$ cat src/rtl/fifo_pkg.sv
// Shared FIFO-side types and limits for the write arbiter and its read-side counterparts.
package fifo_pkg;

    localparam int DATA_WIDTH        = 16;
    localparam int ARB_N_REQ_MAX     = 16;
    localparam int ARB_MAX_BURST_MAX = 15;

    typedef logic [DATA_WIDTH-1:0] fifo_data_t;

    // Skid register occupancy: EMPTY means out_vld=0, HELD means out_vld=1.
    typedef enum logic {
        EMPTY = 1'b0,
        HELD  = 1'b1
    } skid_state_t;

endpackage

$ cat src/rtl/fifo_wr_arbiter_if.sv
// Producer-side request bus plus FIFO write channel of the write arbiter.
interface fifo_wr_arbiter_if #(
    parameter int N_REQ = 4
);
    import fifo_pkg::*;

    logic [N_REQ-1:0]            req;
    logic [N_REQ*DATA_WIDTH-1:0] req_data;
    logic [N_REQ-1:0]            gnt;
    logic                        full;
    logic                        wr_en;
    fifo_data_t                  wr_data;
    logic [$clog2(N_REQ)-1:0]    owner_id;
    logic                        out_vld;

    // master is the arbiter itself; slave is the producers + FIFO environment.
    modport master (
        input  req, req_data, full,
        output gnt, wr_en, wr_data, owner_id, out_vld
    );

    modport slave (
        output req, req_data, full,
        input  gnt, wr_en, wr_data, owner_id, out_vld
    );

endinterface

$ cat src/rtl/fifo_wr_arbiter_rr_priority_pick.sv
// Combinational round-robin picker: first set req bit at or above ptr, wrapping modulo N.
module rr_priority_pick #(
    parameter int N = 4
) (
    input  logic [N-1:0]         req,
    input  logic [$clog2(N)-1:0] ptr,
    output logic [N-1:0]         gnt
);

    localparam logic [N-1:0] ONE_N = {{(N-1){1'b0}}, 1'b1};

    logic [N-1:0] rot_req;
    logic [N-1:0] rot_gnt;

    // Rotate so ptr lands on bit 0, isolate the lowest set bit, then rotate back.
    always_comb begin
        rot_req = N'({req, req} >> ptr);
        rot_gnt = rot_req & (~rot_req + ONE_N);
        gnt     = N'(({rot_gnt, rot_gnt} << ptr) >> N);
    end

endmodule

$ cat src/rtl/fifo_wr_arbiter.sv
// Round-robin write arbiter with a one-entry skid register in front of a FIFO write port.
// Optional burst mode (owner keeps priority for up to MAX_BURST grants) via `define FIFO_ARB_BURST_EN.
module fifo_wr_arbiter
    import fifo_pkg::*;
#(
    parameter int N_REQ     = 4,
    parameter int MAX_BURST = 4
) (
    input logic              clk,
    input logic              rst_n,
    fifo_wr_arbiter_if.master bus
);

    localparam int             IW       = $clog2(N_REQ);
    localparam logic [IW-1:0]  LAST_IDX = IW'(N_REQ - 1);
    localparam logic [IW-1:0]  ONE_IDX  = IW'(1);

    if (N_REQ < 2 || N_REQ > ARB_N_REQ_MAX) begin : g_bad_n_req
        $error("fifo_wr_arbiter: N_REQ out of range");
    end
    if (MAX_BURST < 1 || MAX_BURST > ARB_MAX_BURST_MAX) begin : g_bad_max_burst
        $error("fifo_wr_arbiter: MAX_BURST out of range");
    end

    skid_state_t      state;
    fifo_data_t       out_data;
    logic [IW-1:0]    owner_id_q;
    logic [IW-1:0]    rr_ptr;
    logic [IW-1:0]    pick_ptr;
    logic [IW-1:0]    gnt_idx;
    logic [IW-1:0]    next_ptr;
    logic [N_REQ-1:0] pick_gnt;
    logic [N_REQ-1:0] gnt_int;
    fifo_data_t       gnt_data;
    logic             out_vld_int;
    logic             wr_en_int;
    logic             accept;

`ifdef FIFO_ARB_BURST_EN
    localparam logic [3:0] BURST_LIM = 4'(MAX_BURST);
    logic [3:0] burst_cnt;
    logic       owner_keeps;
`endif

    assign out_vld_int = (state == HELD);
    // rst_n gates the write strobe so a held entry can never leak out during reset.
    assign wr_en_int   = rst_n & out_vld_int & ~bus.full;
    assign accept      = rst_n & (~out_vld_int | wr_en_int);

`ifdef FIFO_ARB_BURST_EN
    assign owner_keeps = (burst_cnt != 4'd0) && (burst_cnt < BURST_LIM) && bus.req[owner_id_q];
    assign pick_ptr    = owner_keeps ? owner_id_q : rr_ptr;
`else
    assign pick_ptr    = rr_ptr;
`endif

    rr_priority_pick #(
        .N   (N_REQ)
    ) u_pick (
        .req (bus.req),
        .ptr (pick_ptr),
        .gnt (pick_gnt)
    );

    always_comb begin
        gnt_int  = accept ? pick_gnt : '0;
        gnt_idx  = '0;
        gnt_data = '0;
        for (int i = 0; i < N_REQ; i++) begin
            if (gnt_int[i]) begin
                gnt_idx  = IW'(i);
                gnt_data = bus.req_data[i*DATA_WIDTH +: DATA_WIDTH];
            end
        end
        next_ptr = (gnt_idx == LAST_IDX) ? '0 : gnt_idx + ONE_IDX;
    end

    // Skid FSM: a grant always (re)loads, a write without a grant empties.
    always_ff @(posedge clk) begin
        if (!rst_n) begin
            state      <= EMPTY;
            out_data   <= '0;
            owner_id_q <= '0;
            rr_ptr     <= '0;
`ifdef FIFO_ARB_BURST_EN
            burst_cnt  <= 4'd0;
`endif
        end else if (|gnt_int) begin
            state      <= HELD;
            out_data   <= gnt_data;
            owner_id_q <= gnt_idx;
`ifdef FIFO_ARB_BURST_EN
            if ((burst_cnt != 4'd0) && (gnt_idx == owner_id_q)) begin
                if (burst_cnt < BURST_LIM) begin
                    burst_cnt <= burst_cnt + 4'd1;
                end
            end else begin
                burst_cnt <= 4'd1;
                rr_ptr    <= next_ptr;
            end
`else
            rr_ptr     <= next_ptr;
`endif
        end else if (wr_en_int) begin
            state <= EMPTY;
        end
    end

    assign bus.gnt      = gnt_int;
    assign bus.wr_en    = wr_en_int;
    assign bus.wr_data  = out_data;
    assign bus.owner_id = owner_id_q;
    assign bus.out_vld  = out_vld_int;

`ifndef SYNTHESIS
    a_gnt_onehot0 : assert property (@(posedge clk) $onehot0(bus.gnt));
    a_gnt_has_req : assert property (@(posedge clk) (bus.gnt & ~bus.req) == '0);
    a_no_wr_full  : assert property (@(posedge clk) !(bus.wr_en && bus.full));
    a_data_stable : assert property (@(posedge clk) disable iff (!rst_n)
                        (bus.out_vld && bus.full && $past(bus.out_vld && bus.full)) |-> $stable(bus.wr_data));
`endif

endmodule

$ cat src/flat_wrapper.sv
// flat-port wrapper written by rule: the top's interface ports become plain ports
module fifo_wr_arbiter_flat import fifo_pkg::*;
#(
    parameter int N_REQ     = 4,
    parameter int MAX_BURST = 4
)
  (clk, rst_n, bus_req, bus_req_data, bus_full, bus_gnt, bus_wr_en, bus_wr_data, bus_owner_id, bus_out_vld);
  fifo_wr_arbiter_if #(.N_REQ(N_REQ)) bus_i ();
  input logic clk;
  input logic rst_n;
  input wire logic [$bits(bus_i.req)-1:0] bus_req;
  input wire logic [$bits(bus_i.req_data)-1:0] bus_req_data;
  input wire logic [$bits(bus_i.full)-1:0] bus_full;
  output wire logic [$bits(bus_i.gnt)-1:0] bus_gnt;
  output wire logic [$bits(bus_i.wr_en)-1:0] bus_wr_en;
  output wire logic [$bits(bus_i.wr_data)-1:0] bus_wr_data;
  output wire logic [$bits(bus_i.owner_id)-1:0] bus_owner_id;
  output wire logic [$bits(bus_i.out_vld)-1:0] bus_out_vld;
  assign bus_i.req = bus_req;
  assign bus_i.req_data = bus_req_data;
  assign bus_i.full = bus_full;
  assign bus_gnt = bus_i.gnt;
  assign bus_wr_en = bus_i.wr_en;
  assign bus_wr_data = bus_i.wr_data;
  assign bus_owner_id = bus_i.owner_id;
  assign bus_out_vld = bus_i.out_vld;
  fifo_wr_arbiter #(.N_REQ(N_REQ), .MAX_BURST(MAX_BURST)) u_core (.clk(clk), .rst_n(rst_n), .bus(bus_i));
endmodule
$ cat config.mk
export PLATFORM = sky130hd
export DESIGN_NAME = fifo_wr_arbiter_flat
export DESIGN_NICKNAME = d
export VERILOG_FILES = /design/src/rtl/fifo_pkg.sv /design/src/rtl/fifo_wr_arbiter_if.sv /design/src/rtl/fifo_wr_arbiter_rr_priority_pick.sv /design/src/rtl/fifo_wr_arbiter.sv /design/src/flat_wrapper.sv
export SDC_FILE = /design/constraint.sdc
export NUM_CORES = 1
export LEC_CHECK = 0
export ABC_AREA = 1
export BUFFER_PORTS_ARGS = -buffer_cell sky130_fd_sc_hd__buf_2
export CORE_ASPECT_RATIO = 0.9
export CORE_MARGIN = 8
export CORE_UTILIZATION = 45
export DETAILED_ROUTE_END_ITERATION = 10
export HOLD_SLACK_MARGIN = 0.1
export PLACE_DENSITY = 0.8
export SLEW_MARGIN = 20
export SYNTH_ARGS = -nofsm -noshare
export SYNTH_HDL_FRONTEND = slang
export SYNTH_SLANG_ARGS = --single-unit
$ cat constraint.sdc
create_clock -name clk -period 2.6 [get_ports clk]
set_input_delay 0 -clock clk [delete_from_list [all_inputs] [get_ports clk]]
set_output_delay 0 -clock clk [all_outputs]
set_load 0.02 [all_outputs]
==> out/qor.csv <==
stage,metric,value,unit
clock_network,"Reg clk slew, reported paths",0.08,ns
clock_network,# Post-CTS Setup Buffers,0,
outcome,run status,completed,
critical_path,cells along the critical path,"nand2_1, nand3_2, nand2_4, nand2_2, nor2_2, nand2_2, nand3_2, nand3_1, nand2_4, nor2_8, buf_12, nand2_1, nand2_1, nor2_1",
clock_network,Num CTS Buffers,3,
global_routing,global-route wire length before repair,9.47,mm
place,PortBufs,94,
critical_path,Reg2Reg Launch Point,u_core.pick_ptr[0]$_SDFFE_PN0P_,
critical_path,Crit-path slowest cell,dfxtp_1,
route,Total Wirelength,6.12,mm
floorplan,core area,0.00376,mm2
synthesis,Yosys reg bits,21,
sta,final setup fails,0,
floorplan,Rows,21,
critical_path,Buf/Inv on CP,1,
sta,Tmin final,2.30,ns
sta,Final Hold Slack,0.103,ns
layout,share of layout cells above drive strength 1,39.0,%
job,max_cap viols,0,
clock_network,Resize count post-CTS,0,
sta,Max Clk Rate,0.435,GHz
critical_path,cell family with most CP delay,simple AND/OR/NAND/NOR gates,
place,placed inst area,0.00231,mm2
sta,worst-margin pin slew,0.482,ns
critical_path,CP Max Fanout,23,
route,first-pass detailed-route iteration total,4,
sta,fin crit share,88.4,%
clock_network,htree depth,1,
clock_network,clk sinks,21,
layout,finished layout cell area,0.00236,mm2
synthesis,Netlist cell types,24,
synthesis,Synth Cell Area,0.00179,mm2
sta,Worst slew margin,67.8,%
sta,setup TNS,0,ns
synthesis,Syn Inst Count,283,
layout,Final Util,62.8,%
critical_path,Worst Path Required,2.75,ns
power,Leak,1.29,nW
clock_network,TritonCTS clock tree,done,
route,WL/cell,14.5,um
place,hpwl dp,4.85,mm
floorplan,Die Area,0.00625,mm2
worst_hold_path,HP Class,in2reg,
global_routing,initial antenna violation count,0,
critical_path,Worst setup EP type,register,
global_routing,All-Layer GR Usage,19.0,%
synthesis,YS warnings,0,
floorplan,chip height,75.8,um
critical_path,kind of critical path,reg2reg,
clock_network,root buf cell,clkbuf_8,
power,P per Cell Area,1320,mW/mm2
critical_path,CP arrival,2.45,ns
sta,RSZ-0062 raised after global routing,no,
global_routing,vias in the first global route,2111,
power,Peak VDD IR,0.665,mV
synthesis,Syn Area/Cell,6.31,um2
clock_network,cts hold-fix bufs,0,
route,Via Count,2191,
global_routing,gr ovfl total,0,
clock_network,worst skew pair latency,0.26,ns
synthesis,Synthesized Nets,354,
floorplan,I/O Pins,95,
worst_hold_path,Hold Crit Start,bus_req_data[2],
route,DRC viols,0,
route,initial DRC count,176,
place,"worst slack, placed",0.358,ns
clock_network,Clock Path Buffers,2,
route,Post-DRT Antenna Nets,0,
layout,fin nets,449,
critical_path,"most used cell, CP",nand2_1,
layout,Area Overhead vs Synth,32.0,%
critical_path,CP Launch Point,u_core.pick_ptr[0]$_SDFFE_PN0P_,
synthesis,post-synthesis sequential area ratio,23.5,%
layout,n_diodes,0,
sta,Hold Fails Final Rpt,0,
floorplan,initial core utilization,47.6,%
sta,Clock Skews,0.00413,ns
critical_path,CP Launch Type,register,
route,Vias/cell,5.18,
floorplan,die width,82.4,um
critical_path,CP max stage delay,0.63,ns
sta,slack of the critical path,0.303,ns
sta,"Slew Viols, Final",0,
global_routing,pin count of the biggest net entering global routing,24,
place,gpl congestion,0.951,
-- worst min-delay path, delay by kind of cell --
kind / cells / cell delay (ns)
and+or+nand+nor: 4 / 0.25
buffers and inverters: 1 / 0.08
-- worst paths after layout --
kind | endpoint | slack, ns | cells after the start
hold / removal | u_core.bus.wr_data[2]$_SDFFE_PN0P_ | 0.10 | 5
hold reg to reg | u_core.bus.owner_id[0]$_SDFFE_PN0P_ | 0.46 | 2
setup reg to reg | u_core.bus.wr_data[5]$_SDFFE_PN0P_ | 0.30 | 14
setup / recovery | u_core.bus.wr_data[5]$_SDFFE_PN0P_ | 0.30 | 14
-- cells in the mapped netlist --
cell type / number / share of area (%)
inv_4: 1 / 0.35
nand2_4: 3 / 1.9
o21ai_0: 1 / 0.28
dfxtp_1: 21 / 24
nand2_2: 19 / 6.7
buf_6: 4 / 2.5
buf_1: 1 / 0.21
nor3_1: 5 / 1.4
o21bai_1: 1 / 0.42
clkinv_1: 2 / 0.42
nor2_1: 29 / 6.1
inv_1: 27 / 5.7
buf_4: 1 / 0.42
nor2_2: 1 / 0.35
nand2_1: 55 / 12
nand3_2: 10 / 5.6
nand4_1: 37 / 13
a21oi_1: 3 / 0.84
inv_8: 1 / 0.63
clkbuf_1: 2 / 0.42
nor2_8: 1 / 1.1
a21oi_2: 2 / 0.98
nand3_1: 48 / 13
buf_2: 8 / 2.2
-- layer usage --
layer | up-vias | global-route usage, % | wire [um] | share of wire, %
met3 | 8 | 2.71 | 506 | 8.3
met2 | 83 | 29.8 | 2920 | 48
met5 | - | 0 | 0 | 0
li1 | 1134 | - | - | -
met1 | 966 | 25.2 | 2590 | 42
met4 | 0 | 8.37 | 101 | 1.7
-- final cells by class --
cell class | instances | area [um2]
multi-input cells | 215 | 1140
repair buffers | 106 | 573
well taps | 46 | 57.6
flip-flops and latches | 21 | 420
clock buffers | 4 | 45.0
inverters | 31 | 126
fillers | 372 | 1400
-- metrics by stage --
| stage | total power [mW] | std cells |
|---|---|---|
| after floorplan | 2.31 | 283 |
| after global placement | 2.83 | 419 |
| after detailed placement | 2.88 | 419 |
| after CTS | 3.11 | 423 |
| after global routing | 3.39 | 423 |
| final | 3.11 | 423 |
-- power by group --
| part | internal [mW] | switching [mW] | leakage, nW |
|---|---|---|---|
| registers | 0.448 | 0.0907 | 0.174 |
| clock network | 0.109 | 0.108 | 0.0228 |
| logic | 0.829 | 1.53 | 1.10 |
-- cells by family (layout without fill, tap and decap cells) --
kind of cell    count (synthesis)  after routing  synth area share [%]
buf+inv                        47            141                  12.9
simple gates                  208            208                  61.1
flops                          21             21                  23.5
compound gates                  7              7                  2.52
-- placed cells by master, fill, tap and decap left out, drive strengths merged --
master  instances
inv            29
dfxtp          21
nor2           31
buf           106
nand2          77
o21bai          1
a21oi           5
clkinv          2
o21ai           1
clkbuf          4
nand3          58
nand4          37
nor3            5
-- flip-flops by register name, summed over array words and instances (netlist names) --
| name | count |
|---|---|
| u_core.bus.wr_data | 16 |
| u_core.bus.owner_id | 2 |
| u_core.pick_ptr | 2 |
| u_core.bus.out_vld | 1 |
Note: power is estimated with default switching activity, not from simulation.
